**src/rtl/fp_add_pipe_if.sv**
```systemverilog
// ---------------------------------------------------------------------------
// fp_add_pipe_if
//
// Handshake and data bundle for the pipelined floating-point adder.
//
// Signals (W = 1 + EXP_W + MAN_W):
//   in_valid  : operands valid                  (master -> slave)
//   in_ready  : adder can accept this cycle      (slave  -> master)
//   a, b      : operands {sign, exponent, frac}  (master -> slave)
//   sub       : 1 = a - b, 0 = a + b             (master -> slave)
//   out_valid : result valid                     (slave  -> master)
//   out_ready : downstream accepts the result    (master -> slave)
//   result    : rounded sum                      (slave  -> master)
//   ovf       : result overflowed to infinity    (slave  -> master)
//   inexact   : rounding discarded nonzero bits  (slave  -> master)
//
// Modports:
//   master : the side that issues operations and consumes results
//   slave  : the adder itself
// ---------------------------------------------------------------------------
interface fp_add_pipe_if #(
    parameter int EXP_W = 8,
    parameter int MAN_W = 23
);
    localparam int W = 1 + EXP_W + MAN_W;

    logic         in_valid;
    logic         in_ready;
    logic [W-1:0] a;
    logic [W-1:0] b;
    logic         sub;
    logic         out_valid;
    logic         out_ready;
    logic [W-1:0] result;
    logic         ovf;
    logic         inexact;

    modport master (
        output in_valid, a, b, sub, out_ready,
        input  in_ready, out_valid, result, ovf, inexact
    );

    modport slave (
        input  in_valid, a, b, sub, out_ready,
        output in_ready, out_valid, result, ovf, inexact
    );
endinterface

```
**src/rtl/fp_add_pipe.sv**
```systemverilog
// ---------------------------------------------------------------------------
// fp_add_pipe
//
// Three-stage pipelined floating-point adder/subtractor with
// round-to-nearest-even, overflow/inexact flags and valid/ready
// back-pressure. One operation per cycle, latency 3 cycles.
//
//   Stage 1 : unpack, order operands by magnitude, align the smaller one
//   Stage 2 : significand add/subtract
//   Stage 3 : normalise, round, pack (registered outputs)
//
// Ports:
//   clk  : rising-edge clock
//   rst  : asynchronous active-high reset
//   bus  : fp_add_pipe_if.slave (in_valid/in_ready/a/b/sub,
//          out_valid/out_ready/result/ovf/inexact)
//
// Parameters:
//   EXP_W : exponent width (4..11)
//   MAN_W : stored fraction width (4..52)
//
// Build option:
//   FP_ADD_SPECIALS_EN : when defined, an all-ones exponent is decoded as
//   Inf/NaN. NaN inputs and Inf-Inf give the canonical quiet NaN,
//   Inf +/- finite gives that Inf. When undefined, an all-ones exponent is
//   an ordinary finite exponent.
// ---------------------------------------------------------------------------
module fp_add_pipe #(
    parameter int EXP_W = 8,
    parameter int MAN_W = 23
) (
    input  logic           clk,
    input  logic           rst,
    fp_add_pipe_if.slave   bus
);
    localparam int W  = 1 + EXP_W + MAN_W;
    localparam int FW = MAN_W + 4;   // hidden, fraction, guard, round, sticky
    localparam int SW = MAN_W + 5;   // FW plus adder carry
    localparam int CW = EXP_W + 8;   // exponent / shift arithmetic width

    localparam logic [EXP_W-1:0] EXP_ONES  = '1;
    localparam logic [31:0]      ALIGN_MAX = 32'(MAN_W + 4);

    // Leading-zero count of the pre-normalisation significand.
    function automatic logic [CW-1:0] lzc(input logic [FW-1:0] v);
        logic [CW-1:0] n;
        logic          found;
        n     = '0;
        found = 1'b0;
        for (int i = FW - 1; i >= 0; i--) begin
            if (!found && !v[i]) n = n + CW'(1);
            else                 found = 1'b1;
        end
        return n;
    endfunction

    // -----------------------------------------------------------------------
    // Global stall: the output register holds an unaccepted result.
    // -----------------------------------------------------------------------
    logic w_stall;
    logic r_out_valid;

    assign w_stall      = r_out_valid & ~bus.out_ready;
    assign bus.in_ready = ~w_stall;

    // -----------------------------------------------------------------------
    // Stage 1: unpack and align
    // -----------------------------------------------------------------------
    logic             w_sign_a, w_sign_b;
    logic [EXP_W-1:0] w_exp_a, w_exp_b;
    logic [EXP_W-1:0] w_eexp_a, w_eexp_b;
    logic [MAN_W:0]   w_sig_a, w_sig_b;
    logic             w_a_ge_b;
    logic             w_sign_x;
    logic [EXP_W-1:0] w_exp_x, w_exp_y, w_exp_diff;
    logic [MAN_W:0]   w_sig_x, w_sig_y;
    logic [31:0]      w_shamt;
    logic [2*FW-1:0]  w_y_ext;
    logic [FW-1:0]    w_y_align;

    assign w_sign_a = bus.a[W-1];
    assign w_sign_b = bus.b[W-1] ^ bus.sub;
    assign w_exp_a  = bus.a[W-2:MAN_W];
    assign w_exp_b  = bus.b[W-2:MAN_W];
    // A zero exponent is a subnormal: exponent 1, hidden bit 0.
    assign w_eexp_a = (w_exp_a == '0) ? EXP_W'(1) : w_exp_a;
    assign w_eexp_b = (w_exp_b == '0) ? EXP_W'(1) : w_exp_b;
    assign w_sig_a  = {w_exp_a != '0, bus.a[MAN_W-1:0]};
    assign w_sig_b  = {w_exp_b != '0, bus.b[MAN_W-1:0]};
    // The packed exponent/fraction field orders magnitudes directly.
    assign w_a_ge_b = bus.a[W-2:0] >= bus.b[W-2:0];

    // NOTE: every always_comb output gets a default before any branch, so no latch is inferred.
    always_comb begin
        w_sign_x = w_sign_a;
        w_exp_x  = w_eexp_a;
        w_exp_y  = w_eexp_b;
        w_sig_x  = w_sig_a;
        w_sig_y  = w_sig_b;
        if (!w_a_ge_b) begin
            w_sign_x = w_sign_b;
            w_exp_x  = w_eexp_b;
            w_exp_y  = w_eexp_a;
            w_sig_x  = w_sig_b;
            w_sig_y  = w_sig_a;
        end
        w_exp_diff = w_exp_x - w_exp_y;
        // Beyond MAN_W+4 everything lands in sticky anyway; clamping keeps
        // the shifter narrow and makes huge differences leave sticky=(Y!=0).
        w_shamt = {{(32-EXP_W){1'b0}}, w_exp_diff};
        if (w_shamt > ALIGN_MAX) w_shamt = ALIGN_MAX;
        // Lower half catches every bit shifted past the sticky position.
        w_y_ext   = {w_sig_y, 3'b000, {FW{1'b0}}} >> w_shamt;
        w_y_align = {w_y_ext[2*FW-1:FW+1], w_y_ext[FW] | (|w_y_ext[FW-1:0])};
    end

`ifdef FP_ADD_SPECIALS_EN
    logic w_nan_a, w_nan_b, w_inf_a, w_inf_b;
    logic w_nan, w_inf, w_inf_sign;

    assign w_nan_a    = (w_exp_a == EXP_ONES) && (bus.a[MAN_W-1:0] != '0);
    assign w_nan_b    = (w_exp_b == EXP_ONES) && (bus.b[MAN_W-1:0] != '0);
    assign w_inf_a    = (w_exp_a == EXP_ONES) && (bus.a[MAN_W-1:0] == '0);
    assign w_inf_b    = (w_exp_b == EXP_ONES) && (bus.b[MAN_W-1:0] == '0);
    assign w_nan      = w_nan_a | w_nan_b | (w_inf_a & w_inf_b & (w_sign_a ^ w_sign_b));
    assign w_inf      = w_inf_a | w_inf_b;
    assign w_inf_sign = w_inf_a ? w_sign_a : w_sign_b;

    logic r1_nan, r1_inf, r1_inf_sign;
    logic r2_nan, r2_inf, r2_inf_sign;
`endif

    logic             r1_valid, r2_valid;
    logic             r1_sign, r1_eff_sub;
    logic [EXP_W-1:0] r1_exp;
    logic [FW-1:0]    r1_sig_x, r1_sig_y;

    // -----------------------------------------------------------------------
    // Stage 2: add / subtract (X >= Y, so the difference is never negative)
    // -----------------------------------------------------------------------
    logic [SW-1:0]    w_sum;
    logic             r2_sign, r2_eff_sub;
    logic [EXP_W-1:0] r2_exp;
    logic [SW-1:0]    r2_sum;

    assign w_sum = r1_eff_sub ? ({1'b0, r1_sig_x} - {1'b0, r1_sig_y})
                              : ({1'b0, r1_sig_x} + {1'b0, r1_sig_y});

    // NOTE: datapath registers carry no reset; the stage valid bits decide whether they matter.
    always_ff @(posedge clk) begin
        if (!w_stall) begin
            r1_sign     <= w_sign_x;
            r1_eff_sub  <= w_sign_a ^ w_sign_b;
            r1_exp      <= w_exp_x;
            r1_sig_x    <= {w_sig_x, 3'b000};
            r1_sig_y    <= w_y_align;
            r2_sign     <= r1_sign;
            r2_eff_sub  <= r1_eff_sub;
            r2_exp      <= r1_exp;
            r2_sum      <= w_sum;
`ifdef FP_ADD_SPECIALS_EN
            r1_nan      <= w_nan;
            r1_inf      <= w_inf;
            r1_inf_sign <= w_inf_sign;
            r2_nan      <= r1_nan;
            r2_inf      <= r1_inf;
            r2_inf_sign <= r1_inf_sign;
`endif
        end
    end

    // -----------------------------------------------------------------------
    // Stage 3: normalise, round, pack
    // -----------------------------------------------------------------------
    logic [CW-1:0]  w_exp_c, w_lz, w_max_sh, w_sh, w_exp_n, w_exp_f;
    logic [FW-1:0]  w_norm;
    logic [MAN_W+1:0] w_rnd;
    logic [MAN_W-1:0] w_frac_f;
    logic           w_round_up, w_zero;
    logic [W-1:0]   w_res;
    logic           w_ovf, w_inexact;

    always_comb begin
        w_exp_c  = CW'(r2_exp);
        w_lz     = lzc(r2_sum[FW-1:0]);
        w_max_sh = w_exp_c - CW'(1);
        w_sh     = '0;
        w_norm   = r2_sum[FW-1:0];
        w_exp_n  = w_exp_c;
        if (r2_sum[SW-1]) begin
            // Carry out: shift right once, folding the lost bit into sticky.
            w_norm  = {r2_sum[SW-1:2], r2_sum[1] | r2_sum[0]};
            w_exp_n = w_exp_c + CW'(1);
        end else begin
            // Stop at exponent 1; a result still lacking its hidden bit is subnormal.
            w_sh    = (w_lz < w_max_sh) ? w_lz : w_max_sh;
            w_norm  = r2_sum[FW-1:0] << w_sh;
            w_exp_n = w_exp_c - w_sh;
        end
        w_zero     = (r2_sum == '0);
        w_round_up = w_norm[2] & (w_norm[1] | w_norm[0] | w_norm[3]);
        w_rnd      = {1'b0, w_norm[FW-1:3]} + (MAN_W+2)'(w_round_up);

        // Exponent follows the rounded hidden bit: rounding can carry into a
        // new binade, or lift a subnormal into the smallest normal.
        w_exp_f  = '0;
        w_frac_f = w_rnd[MAN_W-1:0];
        if (w_rnd[MAN_W+1]) begin
            w_exp_f  = w_exp_n + CW'(1);
            w_frac_f = '0;
        end else if (w_rnd[MAN_W]) begin
            w_exp_f  = w_exp_n;
        end

        w_ovf     = 1'b0;
        w_inexact = |w_norm[2:0];
        w_res     = {r2_sign, w_exp_f[EXP_W-1:0], w_frac_f};
        if (w_zero) begin
            // Cancellation is +0; only a genuine add of two zeros keeps X's sign.
            w_res     = {r2_sign & ~r2_eff_sub, {(W-1){1'b0}}};
            w_inexact = 1'b0;
        end else if (w_exp_f >= CW'(EXP_ONES)) begin
            w_res = {r2_sign, EXP_ONES, {MAN_W{1'b0}}};
            w_ovf = 1'b1;
        end
`ifdef FP_ADD_SPECIALS_EN
        if (r2_nan) begin
            w_res     = {1'b0, EXP_ONES, 1'b1, {(MAN_W-1){1'b0}}};
            w_ovf     = 1'b0;
            w_inexact = 1'b0;
        end else if (r2_inf) begin
            w_res     = {r2_inf_sign, EXP_ONES, {MAN_W{1'b0}}};
            w_ovf     = 1'b0;
            w_inexact = 1'b0;
        end
`endif
    end

    // -----------------------------------------------------------------------
    // Valid chain and output register
    // -----------------------------------------------------------------------
    logic [W-1:0] r_result;
    logic         r_ovf, r_inexact;

    // NOTE: sequential state uses non-blocking assignments so each stage samples pre-edge values.
    always_ff @(posedge clk or posedge rst) begin
        if (rst) begin
            r1_valid    <= 1'b0;
            r2_valid    <= 1'b0;
            r_out_valid <= 1'b0;
            r_result    <= '0;
            r_ovf       <= 1'b0;
            r_inexact   <= 1'b0;
        end else if (!w_stall) begin
            r1_valid    <= bus.in_valid;
            r2_valid    <= r1_valid;
            r_out_valid <= r2_valid;
            r_result    <= w_res;
            r_ovf       <= w_ovf;
            r_inexact   <= w_inexact;
        end
    end

    assign bus.out_valid = r_out_valid;
    assign bus.result    = r_result;
    assign bus.ovf       = r_ovf;
    assign bus.inexact   = r_inexact;

endmodule

```
**src/flat_wrapper.sv**
```systemverilog
// flat-port wrapper written by rule: the top's interface ports become plain ports
module fp_add_pipe_flat 
#(
    parameter int EXP_W = 8,
    parameter int MAN_W = 23
)
  (clk, rst, bus_in_valid, bus_a, bus_b, bus_sub, bus_out_ready, bus_in_ready, bus_out_valid, bus_result, bus_ovf, bus_inexact);
  fp_add_pipe_if #(.EXP_W(EXP_W), .MAN_W(MAN_W)) bus_i ();
  input  logic clk;
  input  logic rst;
  input wire logic [$bits(bus_i.in_valid)-1:0] bus_in_valid;
  input wire logic [$bits(bus_i.a)-1:0] bus_a;
  input wire logic [$bits(bus_i.b)-1:0] bus_b;
  input wire logic [$bits(bus_i.sub)-1:0] bus_sub;
  input wire logic [$bits(bus_i.out_ready)-1:0] bus_out_ready;
  output wire logic [$bits(bus_i.in_ready)-1:0] bus_in_ready;
  output wire logic [$bits(bus_i.out_valid)-1:0] bus_out_valid;
  output wire logic [$bits(bus_i.result)-1:0] bus_result;
  output wire logic [$bits(bus_i.ovf)-1:0] bus_ovf;
  output wire logic [$bits(bus_i.inexact)-1:0] bus_inexact;
  assign bus_i.in_valid = bus_in_valid;
  assign bus_i.a = bus_a;
  assign bus_i.b = bus_b;
  assign bus_i.sub = bus_sub;
  assign bus_i.out_ready = bus_out_ready;
  assign bus_in_ready = bus_i.in_ready;
  assign bus_out_valid = bus_i.out_valid;
  assign bus_result = bus_i.result;
  assign bus_ovf = bus_i.ovf;
  assign bus_inexact = bus_i.inexact;
  fp_add_pipe #(.EXP_W(EXP_W), .MAN_W(MAN_W)) u_core (.clk(clk), .rst(rst), .bus(bus_i));
endmodule
```
**config.mk**
```make
export PLATFORM = sky130hd
export DESIGN_NAME = fp_add_pipe_flat
export DESIGN_NICKNAME = d
export VERILOG_FILES = /design/src/rtl/fp_add_pipe_if.sv /design/src/rtl/fp_add_pipe.sv /design/src/flat_wrapper.sv
export SDC_FILE = /design/constraint.sdc
export NUM_CORES = 1
export LEC_CHECK = 0
export ABC_AREA = 1
export BUFFER_PORTS_ARGS = -buffer_cell sky130_fd_sc_hd__buf_2
export CAP_MARGIN = 20
export CORE_MARGIN = 5
export CORE_UTILIZATION = 30
export CTS_CLUSTER_SIZE = 24
export DETAILED_ROUTE_END_ITERATION = 7
export SLEW_MARGIN = 30
export SYNTH_ARGS = -nofsm -noshare
export SYNTH_HDL_FRONTEND = slang
export SYNTH_SLANG_ARGS = --single-unit
```
**constraint.sdc**
```tcl
create_clock -name clk -period 15.6 [get_ports clk]
set_input_delay 3.12 -clock clk [delete_from_list [all_inputs] [get_ports clk]]
set_output_delay 3.12 -clock clk [all_outputs]
set_load 0.02 [all_outputs]
```
==> results.md <==
* Gr ovfl total at 0
* Routability Congestion at between 0.9 and 1
* Detail Placement HPWL at about 39000 µm
* Avg Inst Size Synth at 6.55 µm²
* Drt pass-1 iters at 5
* Maximum VDD drop at slightly above 0.07 mV
* CTS Buf Count at 17
* Min-delay worst type: flop to flop
* Finished Cell Area at 21900 µm²
* Routed length on met3 at between 2000 and 2500 µm
* Sink Count at between 100 and 150
* Crit Path Max Fanout at 8
* Met2 Wirelength at 22500 µm
* Number of global-route vias before repair at 16400
* Period utilisation layout at 103%
* Layout Cells excl Fill at 3664
* Internal cell power at 1.86 mW
* Yosys warnings at 0
* LEAKAGE at 10.6 nW
* Crit. End Element: flop
* # rows at 86
* Vias at ~18000
* Status: finished, violations left
* DR DRC count at 0
* Netlist cell types at 67
* Ratio of total power to cell area at 167 nW/µm²
* Finish-stage setup viols at 32
* Clk_lat worst skew at 0.44 ns
* Type of origin of the critical path: flop
* Top cells by area, synth: edfxtp_1 (18%), nand2_1 (15%), ha_1 (10%)
* Dominant cell type by area after synthesis: edfxtp_1
* Die height at 247 µm
* Seq cells post-synth at 136
* CTS clk-pin slew, worst paths at 0.06 ns
* Worst Skew at 0.0116 ns
* Max Fclk at 62.5 MHz
* N_diodes at 0
* Clock power frac at between 10% and 20%
* Cell Area, Synth at 16800 µm²
* Die X at 247 µm
* Pre-CTS WS at -0.984 ns
* Largest net degree at the start of global routing at between 100 and 150
* Cell mode on critical path: nand2_2
* Fin worst setup slack at -0.406 ns
* Crit path DAT at 16.33 ns
* Iteration-0 DRC Markers at 1104
* CP peak stage delay at about 0.47 ns
* Register area share after synthesis at 23.1%
* Primary FF master, synth: edfxtp_1
* I/O pin cnt at about 110
* Root buf cell: clkbuf_16
* Antenna Nets Post-Route at 0
* Clock Tree Buf Depth at 2
* Vias per cell at 4.81
* Total wire length at 49600 µm
* Hold Violations, Final at 0
* Worst Tran Pin Value at 0.851 ns
* Layout cell share with drive strength beyond 1 at a little over a quarter
* Sw frac at between 40% and 50%
* Required @ worst endpoint at 15.93 ns
* Pins over their slew limit at 0
* NetSw at 1.79 mW
* Top-area cell type share of the netlist area at 17.6%
* TritonCTS clock tree: done
* # fillers at 5850
* CP max-delay cell: edfxtp_1
* RSZ-0062 raised after global routing: yes
* Placed cell areas at 19700 µm²
* NumNets Final at 3112
* WL/cell at 13.5 µm
* First-pass GRT wire length at about 80000 µm
* Max layer used: met4
* Max-Cap Viols at 0
* IO Port Bufs at 104
* DP Cell Count at about 3600
* Util after Layout at 39.6%
* Gr usage total at 15.7%
* Slew headroom at ~43%
* Core area at 55400 µm²
* Area Growth Syn to Fin at 30.2%
* Failing checks: negative setup slack
* Sequential power share at 18.9%
* Initial Util at 30.4%
* Crit Path Category: flop to flop
* Die area at 61000 µm²
* Async S/R FF share, synth at between 20% and 30%
* Post-synth EDFFs at 99
* Cells after Synth at 2573
* Fin crit period at 16.01 ns
* Initial antenna violation count at 0
* Metal-1 WL at 23600 µm
* Comb power frac at a little over two thirds
* H-tree levels at 4
[power groups by stage]
stage	combinational [mW]	clock (mW)	sequential, mW
finish	2.58	0.385	0.690
global route	2.86	0.409	0.706
CTS	2.35	0.393	0.689
detailed placement	2.19	0	0.695
global placement	2.18	0	0.691
floorplan	1.41	0	0.690
[through the flow]
stage	hold WS (ns)	power, mW	setup TNS, ns
2_1_floorplan	0.400	2.10	-4.74
5_1_grt	0.440	3.98	-36.98
6_report	0.423	3.65	-10.83
3_5_place_dp	0.406	2.88	-30.48
3_3_place_gp	0.402	2.87	-19.64
4_1_cts	0.421	3.44	-20.78
[final cells by class]
class / instances / area (µm²) / share of cell area [%]
multi-input combinational: 1995 / 12200 / 55.5
timing repair buffer: 389 / 2990 / 13.6
sequential: 136 / 3900 / 17.8
inverter: 364 / 1390 / 6.34
clock buffer: 18 / 429 / 1.96
tap: 748 / 936 / 4.27
clock inverter: 14 / 124 / 0.565
[worst paths after layout]
kind | startpoint | end | slack, ns | cells after the start
setup / recovery | u_core.r2_sum[25] | u_core.bus.result[7] | -0.41 | 118
hold / removal | u_core.r1_exp[1] | u_core.r2_exp[1] | 0.42 | 0
setup reg to reg | u_core.r2_sum[25] | u_core.bus.result[7] | -0.41 | 118
hold reg to reg | u_core.r1_exp[1] | u_core.r2_exp[1] | 0.42 | 0
max in group asynchronous | rst | u_core.bus.result[27] | 12.47 | 3
min in group asynchronous | rst | u_core.bus.inexact | 2.79 | 3
[state kept, by name, summed over array words and instances, names as in the netlist]
signal                count
u_core.bus.out_valid      1
u_core.r1_sign            1
u_core.bus.ovf            1
u_core.r1_exp             8
u_core.r1_valid           1
u_core.r1_eff_sub         1
u_core.r1_sig_y          27
u_core.r2_exp             8
u_core.r2_valid           1
u_core.bus.inexact        1
u_core.r2_sum            28
u_core.r1_sig_x          24
u_core.r2_sign            1
u_core.bus.result        32
u_core.r2_eff_sub         1
[cell usage after synthesis, types with 6 or more instances]
library cell and count:
buf_2 13, xor2_1 51, o21ai_1 17, buf_1 8
nor2_1 169, o211ai_1 7, nand2_2 39, nand4_1 81
buf_4 6, edfxtp_1 99, nor3_1 13, xnor2_1 14
mux2i_1 10, o31ai_1 9, a21oi_1 93, nand3_1 247
clkbuf_1 54, nand2_1 686, ha_1 137, clkinv_1 15
or2_2 26, and2_1 7, nor2_2 15, dfrtp_1 37
a31oi_1 11, inv_2 34, nor2_4 14, nand2_4 6
nor4_1 9, nand3_2 44, inv_1 314, nor2_8 7
o21ai_0 211
[kinds of logic after synthesis]
family / share of synthesized area, %
buf+inv: 10.4
xor+xnor: 3.38
mux: 0.661
flops: 23.1
fa+ha+maj: 10.5
other cells: 0.0223
simple gates: 39.1
compound gates: 12.7
[layer usage]
layer  vias to the layer above  GRT usage, %
met1                      7959          21.5
met5                         -             0
met3                        77          2.32
met2                       371          25.9
met4                         0          4.55
li1                       9202             -
[critical path: cells and delay by family (launching register included)]
kind            cells  cell delay (ns)
fa+ha+maj          25             6.01
compound gates     11             1.28
flops               1             0.47
simple gates       68             7.04
buf+inv            14             1.04
[placed cells by master (no fill, tap or decap), drive strengths merged, types with 2 or more instances in the layout]
cell type and n:
nor3 13, a211oi 5, nor2 205, or3 2, buf 387, clkinv 21
a2bb2oi 2, nand2 732, o221ai 3, o31ai 9, a31oi 11, conb 7
o21bai 5, o211ai 7, nor3b 2, mux2i 10, a21oi 94, inv 354
fa 3, o21ai 234, a2111oi 2, a21o 3, xor2 51, and2 7
ha 137, nand3b 5, nand4 83, dfrtp 37, o2111ai 2, nor4 9
nand3 293, edfxtp 99, clkbuf 20, clkinvlp 2, o22ai 2, xnor2 14
or2 32
[what timing repair did]
item	4_1_cts	5_1_grt
setup endpoints to repair	32	33
gates cloned	5	3
setup buffers	52	26
resized for setup	65	148
hold buffers	0	0
pin swaps	43	110
Power figures use the tool's default switching activity.
